## config.mk

```make
export PLATFORM = sky130hd
export DESIGN_NAME = simon_6496_word_io
export DESIGN_NICKNAME = d
export VERILOG_FILES = /design/src/rtl/simon_6496_word_io.sv
export SDC_FILE = /design/constraint.sdc
export NUM_CORES = 1
export LEC_CHECK = 0
export CAP_MARGIN = 20
export CORE_MARGIN = 3
export CORE_UTILIZATION = 50
export CTS_BUF_LIST = sky130_fd_sc_hd__clkbuf_16
export DETAILED_ROUTE_END_ITERATION = 6
export PLACE_DENSITY = 0.93
export SETUP_SLACK_MARGIN = 0.05
export SKIP_LAST_GASP = 1
export SLEW_MARGIN = 20
export SYNTH_ARGS = -nofsm -noshare
export SYNTH_HDL_FRONTEND = slang
export SYNTH_SLANG_ARGS = --single-unit
export TNS_END_PERCENT = 30
```

## constraint.sdc

```tcl
create_clock -name clk -period 14.5 [get_ports clk]
set_input_delay 4.35 -clock clk [delete_from_list [all_inputs] [get_ports clk]]
set_output_delay 4.35 -clock clk [all_outputs]
set_load 0.005 [all_outputs]
```

## src/rtl/simon_6496_word_io.sv

```systemverilog
// Word-serial front end for a SIMON 64/96 core: assembles key/block words,
// runs core load/done handshakes and streams the 2-word result back out.
// Ports: clk, R (async high reset); wr_* input word stream (valid/ready,
//   wr_sel 0=key 1=data); rd_* output word stream; newKey/newData/enc_dec/
//   readData/KEY/BLOCK to core; loadKey/loadData/doneKey/doneData/outData
//   from core.
// Optional: SIMON_IO_DBLBUF_EN adds a spare block buffer that collects the
//   next block while the current one is in flight.
module simon_6496_word_io #(
    parameter int N  = 32,
    parameter int M  = 3,
    parameter int Cb = 2
) (
    input  logic             clk,
    input  logic             R,
    input  logic             wr_valid,
    input  logic             wr_sel,
    input  logic             wr_encdec,
    input  logic [N-1:0]     wr_data,
    output logic             wr_ready,
    output logic             rd_valid,
    output logic [N-1:0]     rd_data,
    input  logic             rd_ready,
    output logic             newKey,
    output logic             newData,
    output logic             enc_dec,
    output logic             readData,
    output logic [M*N-1:0]   KEY,
    output logic [2*N-1:0]   BLOCK,
    input  logic             loadKey,
    input  logic             loadData,
    input  logic             doneKey,
    input  logic             doneData,
    input  logic [2*N-1:0]   outData
);

    typedef enum logic [1:0] {K_IDLE, K_COLL, K_ISSUE, K_WAIT} kst_t;
    typedef enum logic [2:0] {
        D_IDLE, D_COLL, D_ISSUE, D_BUSY, D_OUT0, D_OUT1
    } dst_t;

    kst_t           kst_q, kst_d;
    dst_t           dst_q, dst_d;
    logic [Cb-1:0]  kcnt_q, kcnt_d;
    logic [Cb-1:0]  dcnt_q, dcnt_d;
    logic [M*N-1:0] key_q, key_d;
    logic [2*N-1:0] blk_q, blk_d;
    logic [2*N-1:0] res_q, res_d;
    logic           enc_q, enc_d;
    logic           kval_q, kval_d;
    logic           rdyk_q, rdyk_d;
    logic           rdyd_q, rdyd_d;
    logic           key_acc, dat_acc;

`ifdef SIMON_IO_DBLBUF_EN
    logic [2*N-1:0] sp_q, sp_d;
    logic [Cb-1:0]  spn_q, spn_d;
    logic           spe_q, spe_d;
`endif

    // Ready is registered per word kind; wr_sel only picks which one shows.
    assign wr_ready = wr_sel ? rdyd_q : rdyk_q;
    assign key_acc  = wr_valid & ~wr_sel & rdyk_q;
    assign dat_acc  = wr_valid & wr_sel & rdyd_q;

    always_comb begin
        kst_d  = kst_q;
        kcnt_d = kcnt_q;
        key_d  = key_q;
        kval_d = kval_q;
        unique case (kst_q)
            K_IDLE, K_COLL: begin
                if (key_acc) begin
                    key_d[int'(kcnt_q)*N +: N] = wr_data;
                    if (kcnt_q == Cb'(M-1)) begin
                        kcnt_d = '0;
                        kst_d  = K_ISSUE;
                    end else begin
                        kcnt_d = kcnt_q + 1'b1;
                        kst_d  = K_COLL;
                    end
                end
            end
            K_ISSUE: if (loadKey) kst_d = K_WAIT;
            K_WAIT: begin
                if (doneKey) begin
                    kst_d  = K_IDLE;
                    kval_d = 1'b1;
                end
            end
            default: kst_d = K_IDLE;
        endcase
    end

    always_comb begin
        dst_d  = dst_q;
        dcnt_d = dcnt_q;
        blk_d  = blk_q;
        enc_d  = enc_q;
        res_d  = res_q;
`ifdef SIMON_IO_DBLBUF_EN
        sp_d   = sp_q;
        spn_d  = spn_q;
        spe_d  = spe_q;
        if (dat_acc && (dst_q == D_BUSY || dst_q == D_OUT0 ||
                        dst_q == D_OUT1)) begin
            sp_d[int'(spn_q[0])*N +: N] = wr_data;
            if (spn_q == '0) spe_d = wr_encdec;
            spn_d = spn_q + 1'b1;
        end
`endif
        unique case (dst_q)
            D_IDLE, D_COLL: begin
                if (dat_acc) begin
                    blk_d[int'(dcnt_q[0])*N +: N] = wr_data;
                    if (dcnt_q == '0) begin
                        enc_d  = wr_encdec;
                        dcnt_d = Cb'(1);
                        dst_d  = D_COLL;
                    end else begin
                        dcnt_d = '0;
                        dst_d  = D_ISSUE;
                    end
                end
            end
            D_ISSUE: if (loadData) dst_d = D_BUSY;
            D_BUSY: begin
                if (doneData) begin
                    res_d = outData;
                    dst_d = D_OUT0;
                end
            end
            D_OUT0: if (rd_ready) dst_d = D_OUT1;
            D_OUT1: begin
                if (rd_ready) begin
`ifdef SIMON_IO_DBLBUF_EN
                    // Spare (including a word taken this cycle) moves in.
                    if (spn_d == Cb'(2)) begin
                        blk_d = sp_d;
                        enc_d = spe_d;
                        spn_d = '0;
                        dst_d = D_ISSUE;
                    end else if (spn_d == Cb'(1)) begin
                        blk_d[N-1:0] = sp_d[N-1:0];
                        enc_d        = spe_d;
                        dcnt_d       = Cb'(1);
                        spn_d        = '0;
                        dst_d        = D_COLL;
                    end else begin
                        dst_d = D_IDLE;
                    end
`else
                    dst_d = D_IDLE;
`endif
                end
            end
            default: dst_d = D_IDLE;
        endcase
    end

    always_comb begin
        rdyk_d = (kst_d == K_IDLE || kst_d == K_COLL) && dst_d == D_IDLE;
        rdyd_d = kval_d && kst_d == K_IDLE &&
                 (dst_d == D_IDLE || dst_d == D_COLL);
`ifdef SIMON_IO_DBLBUF_EN
        if (kval_d && kst_d == K_IDLE && spn_d != Cb'(2) &&
            (dst_d == D_BUSY || dst_d == D_OUT0 || dst_d == D_OUT1))
            rdyd_d = 1'b1;
`endif
    end

    always_ff @(posedge clk or posedge R) begin
        if (R) begin
            kst_q  <= K_IDLE;
            dst_q  <= D_IDLE;
            kcnt_q <= '0;
            dcnt_q <= '0;
            key_q  <= '0;
            blk_q  <= '0;
            res_q  <= '0;
            enc_q  <= 1'b0;
            kval_q <= 1'b0;
            rdyk_q <= 1'b0;
            rdyd_q <= 1'b0;
`ifdef SIMON_IO_DBLBUF_EN
            sp_q   <= '0;
            spn_q  <= '0;
            spe_q  <= 1'b0;
`endif
        end else begin
            kst_q  <= kst_d;
            dst_q  <= dst_d;
            kcnt_q <= kcnt_d;
            dcnt_q <= dcnt_d;
            key_q  <= key_d;
            blk_q  <= blk_d;
            res_q  <= res_d;
            enc_q  <= enc_d;
            kval_q <= kval_d;
            rdyk_q <= rdyk_d;
            rdyd_q <= rdyd_d;
`ifdef SIMON_IO_DBLBUF_EN
            sp_q   <= sp_d;
            spn_q  <= spn_d;
            spe_q  <= spe_d;
`endif
        end
    end

    assign newKey   = (kst_q == K_ISSUE) & loadKey;
    assign newData  = (dst_q == D_ISSUE) & loadData;
    assign readData = (dst_q == D_BUSY) & doneData;
    assign rd_valid = (dst_q == D_OUT0) | (dst_q == D_OUT1);
    assign rd_data  = (dst_q == D_OUT0) ? res_q[N-1:0] :
                      (dst_q == D_OUT1) ? res_q[2*N-1:N] : '0;
    assign KEY      = key_q;
    assign BLOCK    = blk_q;
    assign enc_dec  = enc_q;

endmodule

```

## Word-level counts from Yosys, hierarchy flattened

Index checks and enable logic that the tools add are counted.

| storage, ports and cells | value |
|---|---|
| bits in registers | 237 |
| bits of input ports | 106 |
| output and inout bits | 198 |

| operators by class | value |
|---|---|
| add/subtract/negate cells | 3 |
| eq/ne operators | 11 |
| shift-type cells | 4 |
| muxes and demuxes | 21 |
| bitwise operators | 9 |
| reduce and logical (&&, ||, !) cells | 16 |

Operators by type and width:

| operator | count |
|---|---|
| bitwise mux 96 bit | 1 |
| variable shift 32 x 33 -> 96 bit (first input constant) | 1 |
| indexed part select 32 x 33 -> 96 bit | 1 |
| bitwise mux 64 bit | 1 |
| two-way mux 32 bit | 2 |
| variable shift 32 x 33 -> 64 bit (first input constant) | 1 |
| indexed part select 32 x 33 -> 64 bit | 1 |
| negator 6 -> 33 bit | 1 |
| negator 7 -> 33 bit | 1 |
| two-way mux 3 bit | 5 |
| case mux 3 bit (5 select lines) | 1 |
| two-way mux 2 bit | 6 |
| bitwise AND 1 bit | 7 |
| == test 2 bit (second input constant) | 3 |
| == test 3 x 1 -> 1 bit (second input constant) | 2 |
| == test 3 x 2 -> 1 bit (second input constant) | 2 |
| == test 3 bit (second input constant) | 2 |
| logical NOT 2 bit | 3 |
| logical NOT 3 bit | 2 |
| case mux 2 bit (3 select lines) | 1 |
| AND reduction 2 bit | 3 |
| == test 2 x 1 -> 1 bit (second input constant) | 2 |
| two-way mux 1 bit | 4 |
| OR reduction 2 bit | 2 |
| other kinds (6) | 9 |

## Logic depth before layout (Yosys ltp)

| depth | value |
|---|---|
| depth after elaboration | 8 |
| depth in mapped cells | 6 |
| depth with buffers taken out | 5 |

## Least setup slack after synthesis

No wires, ideal clock.

| timing path | value |
|---|---|
| path kind | in2out |
| start | input port doneData |
| end | output port readData |
| arrival | 4918 ps |
| required time | 10150 ps |
| setup slack | 5232 ps |
| stages | 4 |
| buffers on the path | 2 |
| path through | nand3_1 -> buf_2 -> buf_2 -> inv_1 |

| between the ends | value |
|---|---|
| cells in the longest elaborated chain, start to end | 1 |

RTL lines:

| item | RTL line | text |
|---|---|---|
| start, declared | 33 | `input logic doneData,` |
| bitwise AND 1 bit | 212 | `assign readData = (dst_q == D_BUSY) & doneData;` |
| end, declared | 27 | `output logic readData,` |

Every way passes these cells.

## Final worst setup path

| timing path | value |
|---|---|
| start | input port wr_sel |
| end | output port wr_ready |

| between the ends | value |
|---|---|
| cells in the longest elaborated chain, start to end | 1 |

RTL lines:

| item | RTL line | text |
|---|---|---|
| start, declared | 17 | `input logic wr_sel,` |
| two-way mux 1 bit | 62 | `assign wr_ready = wr_sel ? rdyd_q : rdyk_q;` |
| end, declared | 20 | `output logic wr_ready,` |

Every way passes these cells.

==> flow_results.xml <==
<?xml version="1.0" encoding="UTF-8"?>
<metrics>
  <group name="status">
    <metric name="status" unit="">completed</metric>
  </group>
  <group name="route">
    <metric name="drtIter0Drc" unit="">255</metric>
    <metric name="antenna_violating_nets_remaining" unit="">0</metric>
    <metric name="detail_route.vias_per_cell" unit="">5.376</metric>
    <metric name="drc" unit="">0</metric>
    <metric name="postRouteWirelength" unit="µm">28050</metric>
    <metric name="route.layer.met1.wl" unit="µm">10650</metric>
    <metric name="drt_pre_antenna_iters" unit="">4</metric>
    <metric name="num_vias" unit="">7484</metric>
    <metric name="met3_wirelength" unit="µm">2123</metric>
    <metric name="drt-wirelength-per-cell" unit="µm">20.15</metric>
    <metric name="met2_length" unit="µm">13990</metric>
    <metric name="top_layer" unit="">met4</metric>
  </group>
  <group name="clock_network">
    <metric name="cts.reportedPaths.clkPinSlew" unit="ps">50</metric>
    <metric name="worstSkewPairLatency" unit="ps">520</metric>
    <metric name="cts.hold.buffers_added" unit="">0</metric>
    <metric name="cts_root_buf" unit="">sky130_fd_sc_hd__clkbuf_16</metric>
    <metric name="clock_sinks" unit="">236</metric>
    <metric name="post-cts-setup-buffer-count" unit="">0</metric>
    <metric name="cts_repair_resize_count" unit="">0</metric>
    <metric name="tritoncts.num_buffers" unit="">25</metric>
    <metric name="htree_num_levels" unit="">1</metric>
    <metric name="tritoncts_clock_tree" unit="">done</metric>
    <metric name="ctsLongestPathBuffers" unit="">3</metric>
  </group>
  <group name="finish">
    <metric name="most-common-layout-cells" unit="">sky130_fd_sc_hd__clkdlybuf4s50_1 (303), sky130_fd_sc_hd__dfrtp_1 (235), sky130_fd_sc_hd__nand2_1 (201)</metric>
    <metric name="share_of_layout_cells_above_drive_strength_1" unit="">0.1352</metric>
    <metric name="antenna-diode-count" unit="">0</metric>
    <metric name="layout.filler_cells" unit="">1221</metric>
    <metric name="area_growth_from_synthesis_to_final_layout" unit="%">41.35</metric>
    <metric name="commonest_non_fill_non_tap_cell_in_the_layout" unit="">sky130_fd_sc_hd__clkdlybuf4s50_1</metric>
    <metric name="final_net_count" unit="">1225</metric>
  </group>
  <group name="synth">
    <metric name="asyncSetResetFlopFracSynth" unit="">1.000</metric>
    <metric name="synth_top_area_cell" unit="">sky130_fd_sc_hd__dfrtp_1</metric>
    <metric name="synth.avg_cell_area" unit="µm²">11.79</metric>
    <metric name="synth_top_cell_area_share" unit="">0.6064</metric>
    <metric name="yosysSeqAreaShare" unit="">0.6064</metric>
    <metric name="synth-edff-count" unit="">0</metric>
    <metric name="syn-instance-count" unit="">826</metric>
    <metric name="synth_seq_cells" unit="">236</metric>
    <metric name="synthesis_warning_total" unit="">0</metric>
    <metric name="mappedNetlistNets" unit="">938</metric>
    <metric name="post_synth_num_cell_types" unit="">36</metric>
    <metric name="cell_area_synth" unit="µm²">9738</metric>
    <metric name="yosys_most_used_dff" unit="">sky130_fd_sc_hd__dfrtp_1</metric>
    <metric name="synth_top_cells_by_area" unit="">sky130_fd_sc_hd__dfrtp_1 (61%), sky130_fd_sc_hd__nand2_1 (7.9%), sky130_fd_sc_hd__mux2_2 (7.4%)</metric>
  </group>
  <group name="sta">
    <metric name="final_worst_path_period_share" unit="">0.6936</metric>
    <metric name="final_hold_viol_count" unit="">0</metric>
    <metric name="unrepaired_setup_endpoints_after_global_routing" unit="">no</metric>
    <metric name="final_critical_path_setup_slack" unit="ps">4443</metric>
    <metric name="drv_slew" unit="">0</metric>
    <metric name="maxSlewHeadroom" unit="">0.2578</metric>
    <metric name="fmax" unit="GHz">0.09943</metric>
    <metric name="final.hold.worst_slack" unit="ps">452.3</metric>
    <metric name="setup_viol_count_final" unit="">0</metric>
    <metric name="min_period" unit="ps">10060</metric>
    <metric name="fin_setup_tns" unit="ps">0</metric>
    <metric name="tightestPinTransition" unit="ps">1113</metric>
    <metric name="skew" unit="ps">28.61</metric>
  </group>
  <group name="place">
    <metric name="dp_slack" unit="ps">4462</metric>
    <metric name="placement.io_buffers" unit="">303</metric>
    <metric name="gp_congestion" unit="">0.8551</metric>
    <metric name="post-dp-hpwl" unit="µm">19090</metric>
  </group>
  <group name="critical_path">
    <metric name="worstPathRequired" unit="ps">10150</metric>
    <metric name="setup.worst_path.end_class" unit="">output pin</metric>
    <metric name="cp_launch_type" unit="">primary input</metric>
    <metric name="largest_driver_fanout_on_the_critical_path" unit="">4</metric>
    <metric name="critical_path_class" unit="">primary input to output pin</metric>
    <metric name="cp_data_arrival_time" unit="ps">5710</metric>
  </group>
  <group name="global_route">
    <metric name="grt.overflow.total" unit="">0</metric>
    <metric name="grt_use_total" unit="">0.2615</metric>
    <metric name="grt_max_degree" unit="">116</metric>
    <metric name="grt_antenna_before_repair" unit="">0</metric>
    <metric name="grt_pass1_wl" unit="µm">44530</metric>
    <metric name="vias_in_the_first_global_route" unit="">8075</metric>
  </group>
  <group name="flow_run">
    <metric name="number_of_max_capacitance_violations_reported" unit="">0</metric>
  </group>
  <group name="die">
    <metric name="width_of_the_die" unit="µm">145.6</metric>
    <metric name="num_io_pins" unit="">304</metric>
    <metric name="coreArea" unit="µm²">18890</metric>
    <metric name="design.die.area" unit="µm²">21190</metric>
    <metric name="floorplan.die.height" unit="µm">145.6</metric>
    <metric name="row_count" unit="">50</metric>
    <metric name="floorplan.initialDensity" unit="">0.5154</metric>
  </group>
  <group name="worst_hold_path">
    <metric name="timing.hold.worst.class" unit="">flop to flop</metric>
  </group>
  <group name="power_and_ir_drop">
    <metric name="design_power_total" unit="µW">2593</metric>
    <metric name="cellLeakagePower" unit="µW">0.006167</metric>
    <metric name="peakVddDrop" unit="µV">113.6</metric>
    <metric name="power_per_cell_area" unit="nW/µm²">188.4</metric>
  </group>
</metrics>
-- layer usage --
layer | up-vias | track usage
met2 | 345 | 0.4468
met1 | 3694 | 0.3123
met4 | 0 | 0.1178
li1 | 3356 | -
met5 | - | 0
met3 | 89 | 0.06914
-- cell type report --
type	count	area, µm²	share of cell area
Clock buffer	25	625.6	0.04545
Clock inverter	21	182.7	0.01327
Inverter	8	37.54	0.002727
Multi-Input combinational cell	531	3593	0.2611
Sequential cell	236	5907	0.4291
Tap cell	260	325.3	0.02363
Timing Repair Buffer	311	3093	0.2247
-- cell families after synthesis --
group                      share of synthesized area
and+or+nand+nor                               0.1052
adders and majority gates                   0.007709
DFF                                           0.6064
muxes                                         0.1939
xor gates and xnor gates                   0.0008996
buffers and inverters                        0.02904
AOI/OAI and AO/OA                            0.05679
-- synth_stat cells (all sizes together) (5+ instances only) --
library cell	instances
dfrtp	236
nand2	204
mux2	129
o21ai	98
nor2	35
clkbuf	33
mux2i	33
buf	18
inv	8
ha	6
nor3b	5
-- critical path, stage by stage --
cell and delay, ps:
sky130_fd_sc_hd__clkdlybuf4s50_1 540, sky130_fd_sc_hd__and2b_1 220, sky130_fd_sc_hd__a21o_1 150, sky130_fd_sc_hd__clkdlybuf4s50_1 440
-- flip-flops by register name (all words and copies together) (netlist names) --
register,flops
BLOCK,64
res_q,64
dcnt_q,1
KEY,96
dst_q,3
kval_q,1
kst_q,2
rdyd_q,1
enc_dec,1
kcnt_q,2
rdyk_q,1
-- stage by stage --
stage	cells	area (µm²)	utilization
5_1_grt	1392	13760	0.7285
3_3_place_gp	1346	12940	0.6850
3_5_place_dp	1346	12940	0.6850
4_1_cts	1392	13750	0.7277
6_report	1392	13760	0.7285
2_1_floorplan	826	9738	-
-- final timing paths --
| kind | startpoint | to | slack (ps) | depth (start not counted) |
|---|---|---|---|---|
| worst max-delay path | wr_sel | wr_ready | 4440 | 4 |
| worst min-delay path | kval_q | kval_q | 450 | 1 |
| worst max register to register | rdyd_q | BLOCK[32] | 12140 | 4 |
| worst min register to register | kval_q | kval_q | 450 | 1 |
| max in group asynchronous | R | BLOCK[20] | 8600 | 3 |
| min in group asynchronous | R | res_q[24] | 4410 | 2 |
-- where the power goes --
part           switching (µW)  internal (µW)
sequential                162            890
clock                     261            368
combinational             377            535
Note: power is estimated with default switching activity, not from simulation.
